File: config.mk
export PLATFORM = sky130hd
export DESIGN_NAME = conv_window_sequencer
export DESIGN_NICKNAME = d
export VERILOG_FILES = /design/src/rtl/conv_window_sequencer.sv
export SDC_FILE = /design/constraint.sdc
export NUM_CORES = 1
export LEC_CHECK = 0
export BUFFER_PORTS_ARGS = -buffer_cell sky130_fd_sc_hd__buf_4
export CAP_MARGIN = 10
export CORE_ASPECT_RATIO = 1.5
export CORE_MARGIN = 2
export CORE_UTILIZATION = 40
export DETAILED_ROUTE_END_ITERATION = 8
export GPL_ROUTABILITY_DRIVEN = 0
export PLACE_DENSITY_LB_ADDON = 0.1
export SLEW_MARGIN = 10
export SYNTH_ARGS = -nofsm -noshare
export SYNTH_HDL_FRONTEND = slang
export SYNTH_SLANG_ARGS = --single-unit
File: constraint.sdc
create_clock -name clk -period 3.3 [get_ports clk]
set_clock_uncertainty 0.05 [all_clocks]
set_input_delay 0.33 -clock clk [delete_from_list [all_inputs] [get_ports clk]]
set_output_delay 0.33 -clock clk [all_outputs]
set_load 0.02 [all_outputs]
File: src/rtl/conv_window_sequencer.sv
// conv_window_sequencer: write/read address sequencing for a 3-row circular line buffer feeding a 3x3 window
module conv_window_sequencer #(
  parameter int IMG_W = 5,
  parameter int IMG_H = 5
) (
  input  logic       clk,
  input  logic       rst_n,
  input  logic       start,
  input  logic       stall,
  input  logic       in_valid,
  output logic       in_ready,
  output logic       wr_en,
  output logic [3:0] wr_addr,
  output logic       rd_en,
  output logic [3:0] rd_addr_top,
  output logic [3:0] rd_addr_mid,
  output logic [3:0] rd_addr_bot,
  output logic       win_valid,
  output logic [7:0] win_row,
  output logic [7:0] win_col,
  output logic       busy,
  output logic       done
);
  localparam int DEPTH = 3 * IMG_W;
  localparam logic [3:0] PTR_MAX = 4'(DEPTH - 1);
  localparam logic [7:0] C_MAX = 8'(IMG_W - 1);
  localparam logic [7:0] R_MAX = 8'(IMG_H - 1);
  localparam logic [4:0] DEP5 = 5'(DEPTH);
  localparam logic [4:0] W1 = 5'(IMG_W);
  localparam logic [4:0] W2 = 5'(2 * IMG_W);
  typedef enum logic [1:0] {IDLE, STREAM, FLUSH} state_t;
  state_t state_q, state_d;
  logic [3:0] ptr_q, ptr_d, top_q, top_d, mid_q, mid_d, bot_q, bot_d;
  logic [7:0] r_q, r_d, c_q, c_d, win_row_q, win_row_d, win_col_q, win_col_d;
  logic rd_en_q, rd_en_d, win_valid_q, win_valid_d, acc, last_col;
  logic [4:0] sum_top, sum_mid;
  always_comb begin
    in_ready = (state_q == STREAM) && !stall;
    acc = in_valid && in_ready;
    last_col = c_q == C_MAX;
    sum_top = {1'b0, ptr_q} + W1;
    sum_mid = {1'b0, ptr_q} + W2;
    state_d = state_q;
    ptr_d = ptr_q;
    r_d = r_q;
    c_d = c_q;
    rd_en_d = acc && r_q >= 8'd2;
    win_valid_d = rd_en_d && c_q >= 8'd2;
    bot_d = acc ? ptr_q : bot_q;
    top_d = !acc ? top_q : sum_top >= DEP5 ? 4'(sum_top - DEP5) : sum_top[3:0];
    mid_d = !acc ? mid_q : sum_mid >= DEP5 ? 4'(sum_mid - DEP5) : sum_mid[3:0];
    win_row_d = win_valid_d ? r_q - 8'd2 : win_row_q;
    win_col_d = win_valid_d ? c_q - 8'd2 : win_col_q;
    if (state_q == IDLE && start) begin
      state_d = STREAM;
      ptr_d = '0;
      r_d = '0;
      c_d = '0;
    end
    if (state_q == FLUSH) state_d = IDLE;
    if (acc) begin
      ptr_d = ptr_q == PTR_MAX ? 4'd0 : ptr_q + 4'd1;
      c_d = last_col ? 8'd0 : c_q + 8'd1;
      r_d = last_col ? r_q + 8'd1 : r_q;
      if (last_col && r_q == R_MAX) state_d = FLUSH;
    end
  end
  always_ff @(posedge clk or negedge rst_n) begin
    if (!rst_n) begin
      state_q <= IDLE;
      ptr_q <= '0;
      r_q <= '0;
      c_q <= '0;
      rd_en_q <= 1'b0;
      win_valid_q <= 1'b0;
      top_q <= '0;
      mid_q <= '0;
      bot_q <= '0;
      win_row_q <= '0;
      win_col_q <= '0;
    end else begin
      state_q <= state_d;
      ptr_q <= ptr_d;
      r_q <= r_d;
      c_q <= c_d;
      rd_en_q <= rd_en_d;
      win_valid_q <= win_valid_d;
      top_q <= top_d;
      mid_q <= mid_d;
      bot_q <= bot_d;
      win_row_q <= win_row_d;
      win_col_q <= win_col_d;
    end
  end
  assign wr_en = acc;
  assign wr_addr = ptr_q;
  assign rd_en = rd_en_q;
  assign rd_addr_top = top_q;
  assign rd_addr_mid = mid_q;
  assign rd_addr_bot = bot_q;
  assign win_valid = win_valid_q;
  assign win_row = win_row_q;
  assign win_col = win_col_q;
  assign busy = state_q != IDLE;
  assign done = state_q == FLUSH;
endmodule

; After elaboration in Yosys (flattened, before gate mapping)
; Cells that the tools add are included.
[word_totals]
regBits = 52
in_bits = 5
elab_cells = 55
[op_classes]
addsub = 9
n_lt_le_gt_ge = 4
n_eq_ne = 6
n_mux = 14
n_reduce_logical = 11
[ops]
columns = cell, n
row1 = 8-bit two-way mux, 5
row2 = 4-bit two-way mux, 5
row3 = 8-bit by 1-bit adder with 8-bit output (second input constant), 2
row4 = 8-bit by 3-bit equality test with 1-bit output (second input constant), 2
row5 = 8-bit by 2-bit greater-or-equal comparator with 1-bit output (second input constant), 2
row6 = 8-bit by 2-bit subtractor with 8-bit output (second input constant), 2
row7 = 5-bit by 4-bit greater-or-equal comparator with 1-bit output (second input constant), 2
row8 = 2-bit two-way mux, 4
row9 = 4-bit subtractor (second input constant), 2
row10 = 1-bit logical AND, 6
row11 = 4-bit by 3-bit adder with 5-bit output (second input constant), 1
row12 = 4-bit by 4-bit adder with 5-bit output (second input constant), 1
row13 = 4-bit by 1-bit adder with 4-bit output (second input constant), 1
row14 = 4-bit equality test (second input constant), 1
row15 = 2-bit nonzero test, 2
row16 = 2-bit by 1-bit equality test with 1-bit output (second input constant), 1
row17 = 2-bit equality test (second input constant), 1
row18 = 2-bit zero test, 1
row19 = 2-bit by 1-bit != test with 1-bit output (second input constant), 1
row20 = 2-bit AND reduction, 1
row21 = 1-bit zero test, 1

; Depth between registers and ports, before layout
; Gate-level depths: netlist of run 1.
[depth]
ltp_word = 6
ltp_mapped = 8
depth_no_buf = 7

; Worst setup path after synthesis of run 1
; No wires, ideal clock.
[synth_timing]
kind = reg2reg
start = register ptr_q[0], in the netlist wr_addr[0]
end = register top_q[2], in the netlist rd_addr_top[2]
t_arrival_ns = 2.289
path_slack_ns = 0.826
path_stages_with_launch = 9
n_path_buf = 1
period_less_slack_ns = 2.474
path_cell_list = dfrtp_1 clkbuf_1 inv_1 ha_1 nor2_1 o22ai_1 a221o_1 o32ai_1 o21ai_0
[synth_between]
elab_chain_len = 3
elab_cells_between_ends = 4
classes_between = add/sub (2) / order compare (1) / mux (1)
[synth_lines]
columns = item, line
row1 = "start, declared", 33  ; logic [3:0] ptr_q, ptr_d, top_q, top_d, mid_q, mid_d, bot_q, bot_d;
row2 = "start signal, assigned", 83  ; ptr_q <= ptr_d;
row3 = 4-bit by 3-bit adder with 5-bit output (*), 41  ; sum_top = {1'b0, ptr_q} + W1;
row4 = 4-bit subtractor or 5-bit by 4-bit greater-or-equal comparator with 1-bit output (tied branches), 50  ; top_d = !acc ? top_q : sum_top >= DEP5 ? 4'(sum_top - DEP5) : sum_top[3:0];
row5 = 4-bit two-way mux (*), 50
row6 = "end signal, assigned", 88  ; top_q <= top_d;
row7 = "end, declared", 33
; Mark *: on every way between the ends. The rest lies on a longest branch, timed or not.
; A chain may end at the register's enable or synchronous reset.

; Worst setup path after layout of run 1
[layout_timing]
start = register c_q[5]
end = register state_q[0]
[layout_between]
elab_chain_len = 4
[layout_lines]
columns = item, line
row1 = "start, declared", 34  ; logic [7:0] r_q, r_d, c_q, c_d, win_row_q, win_row_d, win_col_q, win_col_d;
row2 = "start signal, assigned", 73  ; c_q <= '0;
row3 = "start signal, assigned", 85  ; c_q <= c_d;
row4 = 8-bit by 3-bit equality test with 1-bit output, 40  ; last_col = c_q == C_MAX;
row5 = 1-bit logical AND, 65  ; if (last_col && r_q == R_MAX) state_d = FLUSH;
row6 = 2-bit two-way mux, 65
row7 = 2-bit two-way mux, 61  ; if (acc) begin
row8 = via state_d[0], 32  ; state_t state_q, state_d;
row9 = "end signal, assigned", 82  ; state_q <= state_d;
row10 = "end, declared", 32
; The timed path passes the listed nets, and every way through them passes these cells.

==> results.txt, run 1 <==
* Cell at the root of the clock tree: clkbuf_8
- The number of endpoints with negative hold slack in the final report came to 11.
- Post-CTS repair timing setup buffer count: 0
- Of the post-synthesis cell area, the dominant cell type holds 46.6%.
* Violated checks: negative hold slack
- Measured along the y axis, the die boundary spans 106 µm.
- Fmax: 414 MHz
* X dimension of the die: 72.2 µm
* Syn Nets: 326
- In the synthesized netlist the async set-or-reset flop fraction comes to 100%.
* CP endpoint kind: register
- Placed insts: 409
- In the synthesized netlist the dominant register cell turns out to be dfrtp_1.
- In this run the standard cell core region covers 0.00681 mm².
* Largest net degree at the start of global routing: 53
- The worst-case IR drop observed on VDD is 0.534 mV.
* Global Route met1 Usage: 21.0%
- The net count of the finished layout is 359.
- The detailed router placed 2221 vias in this run.
- After clock tree synthesis, the clock-pin slew on the worst setup and hold paths is 0.09 ns.
* Worst-skew pair later-pin latency: 0.31 ns
- Non-Filler Instances: 415
- The cell count after synthesis came out at 305.
- Met2 global-route usage: 30.2%
* Worst setup path category: reg -> reg
- Row generation in the floorplan step produced 37 rows.
- HPWL after detailed placement: 4.24 mm
- Clock tree from TritonCTS: yes
- In this run the number of H-tree levels came out at 2.
* Hold bufs inserted after CTS: 0
* Sequential element share of the synthesized area: 46.6%
* Worst EP required: 3.45 ns
- After routing, the total negative slack on setup checks comes to 0 ns.
- Post-synthesis instance area: 0.00279 mm²
- In this run the worst path has a maximum fanout of 9.
- Clock buffer count from CTS: 5
* Cts repair resizes: 0
- R2r startpoint: c_q[5]
- Unrepaired setup endpoints after global routing: no
- Mean area per synthesized cell: 9.16 µm²
- Synth warnings: 0
* Global-route usage over all layers: 17.6%
- The final count of pins violating max slew was 0.
- In this run the worst setup path begins at c_q[5].
- Tightest slew margin relative to the limit: 37.4%
* Startpoint class of the critical path: register
* Met3 track utilization from global routing: 3.70%
* Buffers from clock root to sink, at most: 2
- Summing all multi-input logic gate instances after layout gives 0.00136 mm².
* Num Clock Sinks: 52
- Share of the core filled with cells: 47.8%
* Most used standard cell by instance count after synthesis: dfrtp_1
- Pin placement for this block handled 43 I/O pins.
* Inserted Diodes: 0
* Leading cell types by count after synthesis: dfrtp_1, nand2_1, o21ai_0, nor2_1, a21oi_1
- Outcome: finished with violations
- Once routing completed, OpenROAD measured the worst setup slack at 0.886 ns.
* Initial DRC count: 112
- Once the floorplan was initialized, standard cells occupied 41.0% of the core.
- WL/cell: 14.5 µm
* Share of final-layout standard cells stronger than drive strength 1: 18.7%
- Area of the die: 0.00768 mm²
- The first detailed-routing pass ran for 4 iterations.
* Cell accounting for the most synthesized area: dfrtp_1
- OpenSTA, run right after detailed placement, puts the worst setup slack at 0.896 ns.
* Total detailed-routing wirelength: 6.01 mm
- Setup violations remaining at the end of the flow were counted as 0.
- Distinct cell type count after synthesis: 42
- Leakage power total: 1.49 nW
- Via count of the first global-routing pass: 2279
* Total cell area at the placement stage: 0.00315 mm²
- From synthesis to final layout, the design area changed by 16.5%.
- The detail route stage leaves a number of antenna-violating nets equal to 0.
- Main area contributors after synthesis: dfrtp_1, ha_1, o21ai_0
- The first global-routing pass estimated 10.7 mm of wire.
- The min-delay analysis places its worst path in the category in -> async.
* Number of enable-type register cells in the synthesized netlist: 0
* Critical path data arrival time: 2.57 ns
- Once layout is done, the placed cells without fillers occupy 0.00325 mm².
* Vias per Instance: 5.35
* Antenna violations before repair: 0
- Final Critical Period: 2.41 ns
- The layer flagged by global routing as most heavily used is met2.
* Pwr Total: 3.00 mW
- On the final layout, the worst hold slack is -0.0107 ns.
- In the finished design, the share of the clock period the worst path needs comes to 73.1%.
- The synthesized design contains 52 register bits.
- Number of filler instances in the final layout: 677
- In this run the power density over the cells is 923 mW/mm².
- Summed over all layers, the global routing overflow is 0.
- Measured slew at the worst slew-check pin: 0.939 ns
* Number of max-cap violations: 0
- The sequential cells in the finished layout cover a total of 0.00130 mm².
- The count of buffers added on input and output ports is 42.
* Remaining design rule violation count: 0
-- worst max-delay path, stage by stage (launching register included) --
cell     delay [ns]
dfrtp_1        0.49
or4_4          0.56
or3_1          0.50
or4_4          0.58
o21a_1         0.12
-- routing by layer --
layer / vias to the layer above / wire length [µm]
met2: 43 / 3140
li1: 1101 / -
met1: 1068 / 2500
met3: 9 / 228
met5: - / 0
met4: 0 / 134
-- path summary, 6_finish.rpt --
kind	slack (ns)	depth (start not counted)	end
min in group clk	0.41	3	state_q[0]
worst min-delay path	-0.01	1	r_q[7]
worst max-delay path	0.89	4	state_q[0]
worst min register to register	0.44	2	rd_addr_bot[2]
max in group asynchronous	2.77	1	win_row[2]
worst max register to register	0.89	4	state_q[0]
-- layout make-up --
cell class / count / area share (%)
clock buffers: 5 / 2.12
clock inverters: 1 / 0.923
inverters: 14 / 1.62
multi-input cells: 219 / 41.7
flip-flops and latches: 52 / 40.0
well taps: 78 / 3.00
repair buffers: 46 / 10.6
-- sequential cells by signal, summed over array words and instances, names as in the netlist --
register,cells
r_q,8
rd_en,1
win_col,8
state_q,2
rd_addr_bot,4
rd_addr_top,4
win_valid,1
c_q,8
wr_addr,4
win_row,8
rd_addr_mid,4
-- where the power goes --
group / internal, mW / leakage (nW) / switching, mW
Combinational: 0.646 / 0.793 / 0.841
Clock: 0.218 / 0.0501 / 0.209
Sequential: 0.864 / 0.646 / 0.224
-- cells in the final DEF, fill, tap and decap left out, types with 8 or more instances in the layout --
| cell type | count |
|---|---|
| a21oi_1 | 19 |
| o21ai_0 | 30 |
| dfrtp_1 | 52 |
| buf_4 | 46 |
| inv_1 | 13 |
| nand3_1 | 8 |
| xnor2_1 | 13 |
| nor2_1 | 26 |
| nand2_1 | 36 |
| ha_1 | 16 |
-- logic make-up (layout without fill, tap and decap cells) --
family / count (synthesis) / in the layout / share of synthesized area [%]
AO/OA/AOI/OAI: 70 / 70 / 14.3
adder cells (fa/ha/maj): 16 / 16 / 7.17
flip-flops: 52 / 52 / 46.6
multiplexers: 7 / 7 / 2.69
AND/OR/NAND/NOR: 109 / 109 / 19.0
XOR/XNOR: 17 / 17 / 5.33
buffers and inverters: 34 / 66 / 4.93
(Power assumes the default switching activity.)
==> inputs of run 2 (changes only) <==
==> constraint.sdc (replaced) <==
create_clock -name clk -period 2.08 [get_ports clk]
set_clock_uncertainty 0.05 [all_clocks]
set_input_delay 0.208 -clock clk [delete_from_list [all_inputs] [get_ports clk]]
set_output_delay 0.208 -clock clk [all_outputs]
set_load 0.02 [all_outputs]
==> run 2 against run 1 <==
  * The run now ends clean
  * First-iteration DRC count shrank 19%
  * Via count is 8.4% higher
  * Maximum frequency up 19%
  * Critical path type unchanged
  * Total power increased by 69%
  * Routed wire length up 7.6%
  * Sequential share of layout area decreased by 3.2 points
  * Die area stayed put
  * Largest power group unchanged
  * Count of clock-buffer cells in the layout increased by 1
  * Non-clock buffer count is 33 higher
  * Sequential power is 52% higher
==> results.txt, run 2 (synthesized netlist as in run 1, its figures left out) <==
* Starting Density: 41.0% (unchanged)
- Via count of the first global-routing pass: 2254 (-1.1%)
* Remaining design rule violation count: 0 (unchanged)
- Die outline height: 106 µm (unchanged)
- Start point of the critical path: c_q[5]
- Worst setup path category: reg -> reg
* Top library cells by usage in the layout, fill and taps aside: buf_4, dfrtp_1, nand2_1
- The floorplan core area came to 0.00681 mm² (unchanged).
- The share of post-route cells with drive strength above 1 is 28.8% (+10 points).
* Antenna violations before repair: 0 (unchanged)
* Final global-route overflow total: 0 (unchanged)
- Setup-failing EPs final: 0 (unchanged)
- CP most frequent cell: or4_4
- Total detailed-routing wirelength: 6.46 mm (+7.6%)
- Max Transition Viols Final: 0 (unchanged)
* Slowest CP cell: or4_4
- The transition time of the tightest slew-check pin is 0.663 ns (-0.276 ns).
- Fin Setup TNS: 0 ns (unchanged)
- Clock tree from TritonCTS: yes
- Buffers added on ports: 42 (unchanged)
* Startpoint class of the critical path: register
- Fmax: 493 MHz (+19%)
* Inserted Diodes: 0 (unchanged)
- The non-filler instance count after layout came to 450 (+8.4%).
- The total power density per cell area came to 1430 mW/mm² (+55%).
- The area of placed instances is 0.00340 mm² (+7.7%).
- The mean number of vias per cell came to 5.35 (about the same).
* R2r startpoint: c_q[5]
- Number of max-cap violations: 0 (unchanged)
- Sequential standard cell area: 0.00131 mm² (+0.29%)
- The number of placement rows is 37 (unchanged).
* Number of filler instances in the final layout: 648 (-4.3%)
* Post-route ant nets: 0 (unchanged)
- The number of H-tree branching levels was 2 (unchanged).
- The wire length of the first global-routing pass came to 10.9 mm (+1.4%).
- Largest vdd supply drop: 0.752 mV (+41%)
- Area of the die: 0.00768 mm² (unchanged)
- Worst-case hold slack: 0.262 ns (+0.273 ns)
- Portion of the clock cycle consumed by the worst path in the final layout: 97.4% (+24 points)
* Clock edge transition at the registers on the reported setup and hold paths: 0.09 ns (about the same)
- The total routing usage reported by global routing came to 18.2% (+0.60 points).
- The average wire per standard cell is 14.4 µm (-0.74%).
* Tightest slew margin relative to the limit: 55.8% (+18 points)
- The register-to-register path setup slack is 0.05 ns (-0.83 ns).
- The worst hold path belongs to the class in -> reg.
- First-pass iteration count of the detailed router: 4 (unchanged)
- Broken down by cell family, the worst path's largest delay share belongs to simple AND/OR/NAND/NOR gates.
- Number of vias after detailed routing: 2407 (+8.4%)
* Cell at the root of the clock tree: clkbuf_8
- Most common cell after layout, fill and taps aside: buf_4
- Multi-input gate area: 0.00140 mm² (+3.2%)
- The CTS buffer count is 5 (unchanged).
- Buffers from clock root to sink, at most: 2 (unchanged)
- X dimension of the die: 72.2 µm (unchanged)
- The number of DRC markers in iteration 0 was 91 (-19%).
- The data arrival time of the worst path is 2.19 ns (-0.38 ns).
- Largest net degree at the start of global routing: 53 (unchanged)
- Num Clock Sinks: 52 (unchanged)
- The number of top-level pins came to 43 (unchanged).
* CP endpoint kind: register
* Post-route standard cell area excluding fillers: 0.00354 mm² (+9.0%)
- The post-layout minimum cycle time was 2.03 ns (-0.387 ns).
* HPWL after detailed placement: 4.69 mm (+11%)
* Outcome: completed
- The critical-path maximum fanout was 6 (-3).
* Final count of hold timing violations: 0 (-11)
- The maximum single-stage delay on the critical path came to 0.57 ns (about the same).
- Area growth from synthesis to layout: 26.9%
* Net total in the final layout: 392 (+9.2%)
- The number of buffer and inverter stages on the critical path was 0 (unchanged).
* Worst-skew pair later-pin latency: 0.31 ns (about the same)
* Share of the core filled with cells: 52.1% (+4.3 points)
- In this run the most critical hold path is launched from start.
- Series of cell instances along the critical path: or4_4, or3_4, or4_4, o21a_1
* Placed insts: 439 (+7.3%)
- Worst EP required: 2.24 ns (-1.21 ns)
- The static leakage came to 1.66 nW (+11%).
==> run 2: cell count changes in the layout (fill, tap and decap cells not counted), moves of 2 or more <==
| cell | previous run | this run |
|---|---|---|
| dfrtp_1 | 52 | 49 |
| dfrtp_2 | 0 | 3 |
| clkinv_2 | 0 | 2 |
| buf_4 | 46 | 78 |
| ha_1 | 16 | 14 |
==> run 2: final timing paths <==
path,cells after the start,to
max,4,state_q[0]
min,3,state_q[0]
max reg2reg,4,state_q[0]
min reg2reg,2,rd_addr_mid[0]
max in group asynchronous,2,wr_addr[2]
min in group asynchronous,2,r_q[7]
==> run 2: worst min-delay path, cell delays in order <==
cell and delay (ns):
buf_4 0.07, nor2b_1 0.19, o21a_1 0.13
==> run 2: stage by stage <==
step | total power [mW] | setup WS (ns)
floorplan | 3.32 | -0.0735
global placement | 4.38 | 0.0434
detailed placement | 4.43 | 0.00547
CTS | 5.07 | 0.0134
global route | 5.53 | -0.0247
finish | 5.08 | 0.0533
==> run 2: metal layers <==
metal,global-route usage [%],part of all wire [%]
met1,21.1,42
met2,31.3,51
met3,3.89,4.1
met4,8.36,3.1
met5,0,0
==> run 2: area by class of cell <==
class | instances | area share, %
Sequential cell | 52 | 36.8
Tap cell | 78 | 2.75
Inverter | 14 | 1.48
Multi-Input combinational cell | 219 | 39.5
Clock buffer | 6 | 2.33
Clock inverter | 2 | 0.282
Timing Repair Buffer | 79 | 16.8
==> run 2: what timing repair did <==
item / CTS / global route
gates cloned: 0 / 0
setup buffers: 0 / 2
endpoints found under the hold margin: 52 / 0
hold buffers: 1 / 0
setup endpoints to repair: 1 / 21
pin swaps: 0 / 1
resized for setup: 1 / 6
==> run 2: where the power goes <==
group	internal [mW]	switching, mW	total (mW)	leakage [nW]
Clock	0.267	0.353	0.620	0.0510
Combinational	1.29	1.52	2.81	0.963
Sequential	1.38	0.281	1.66	0.642
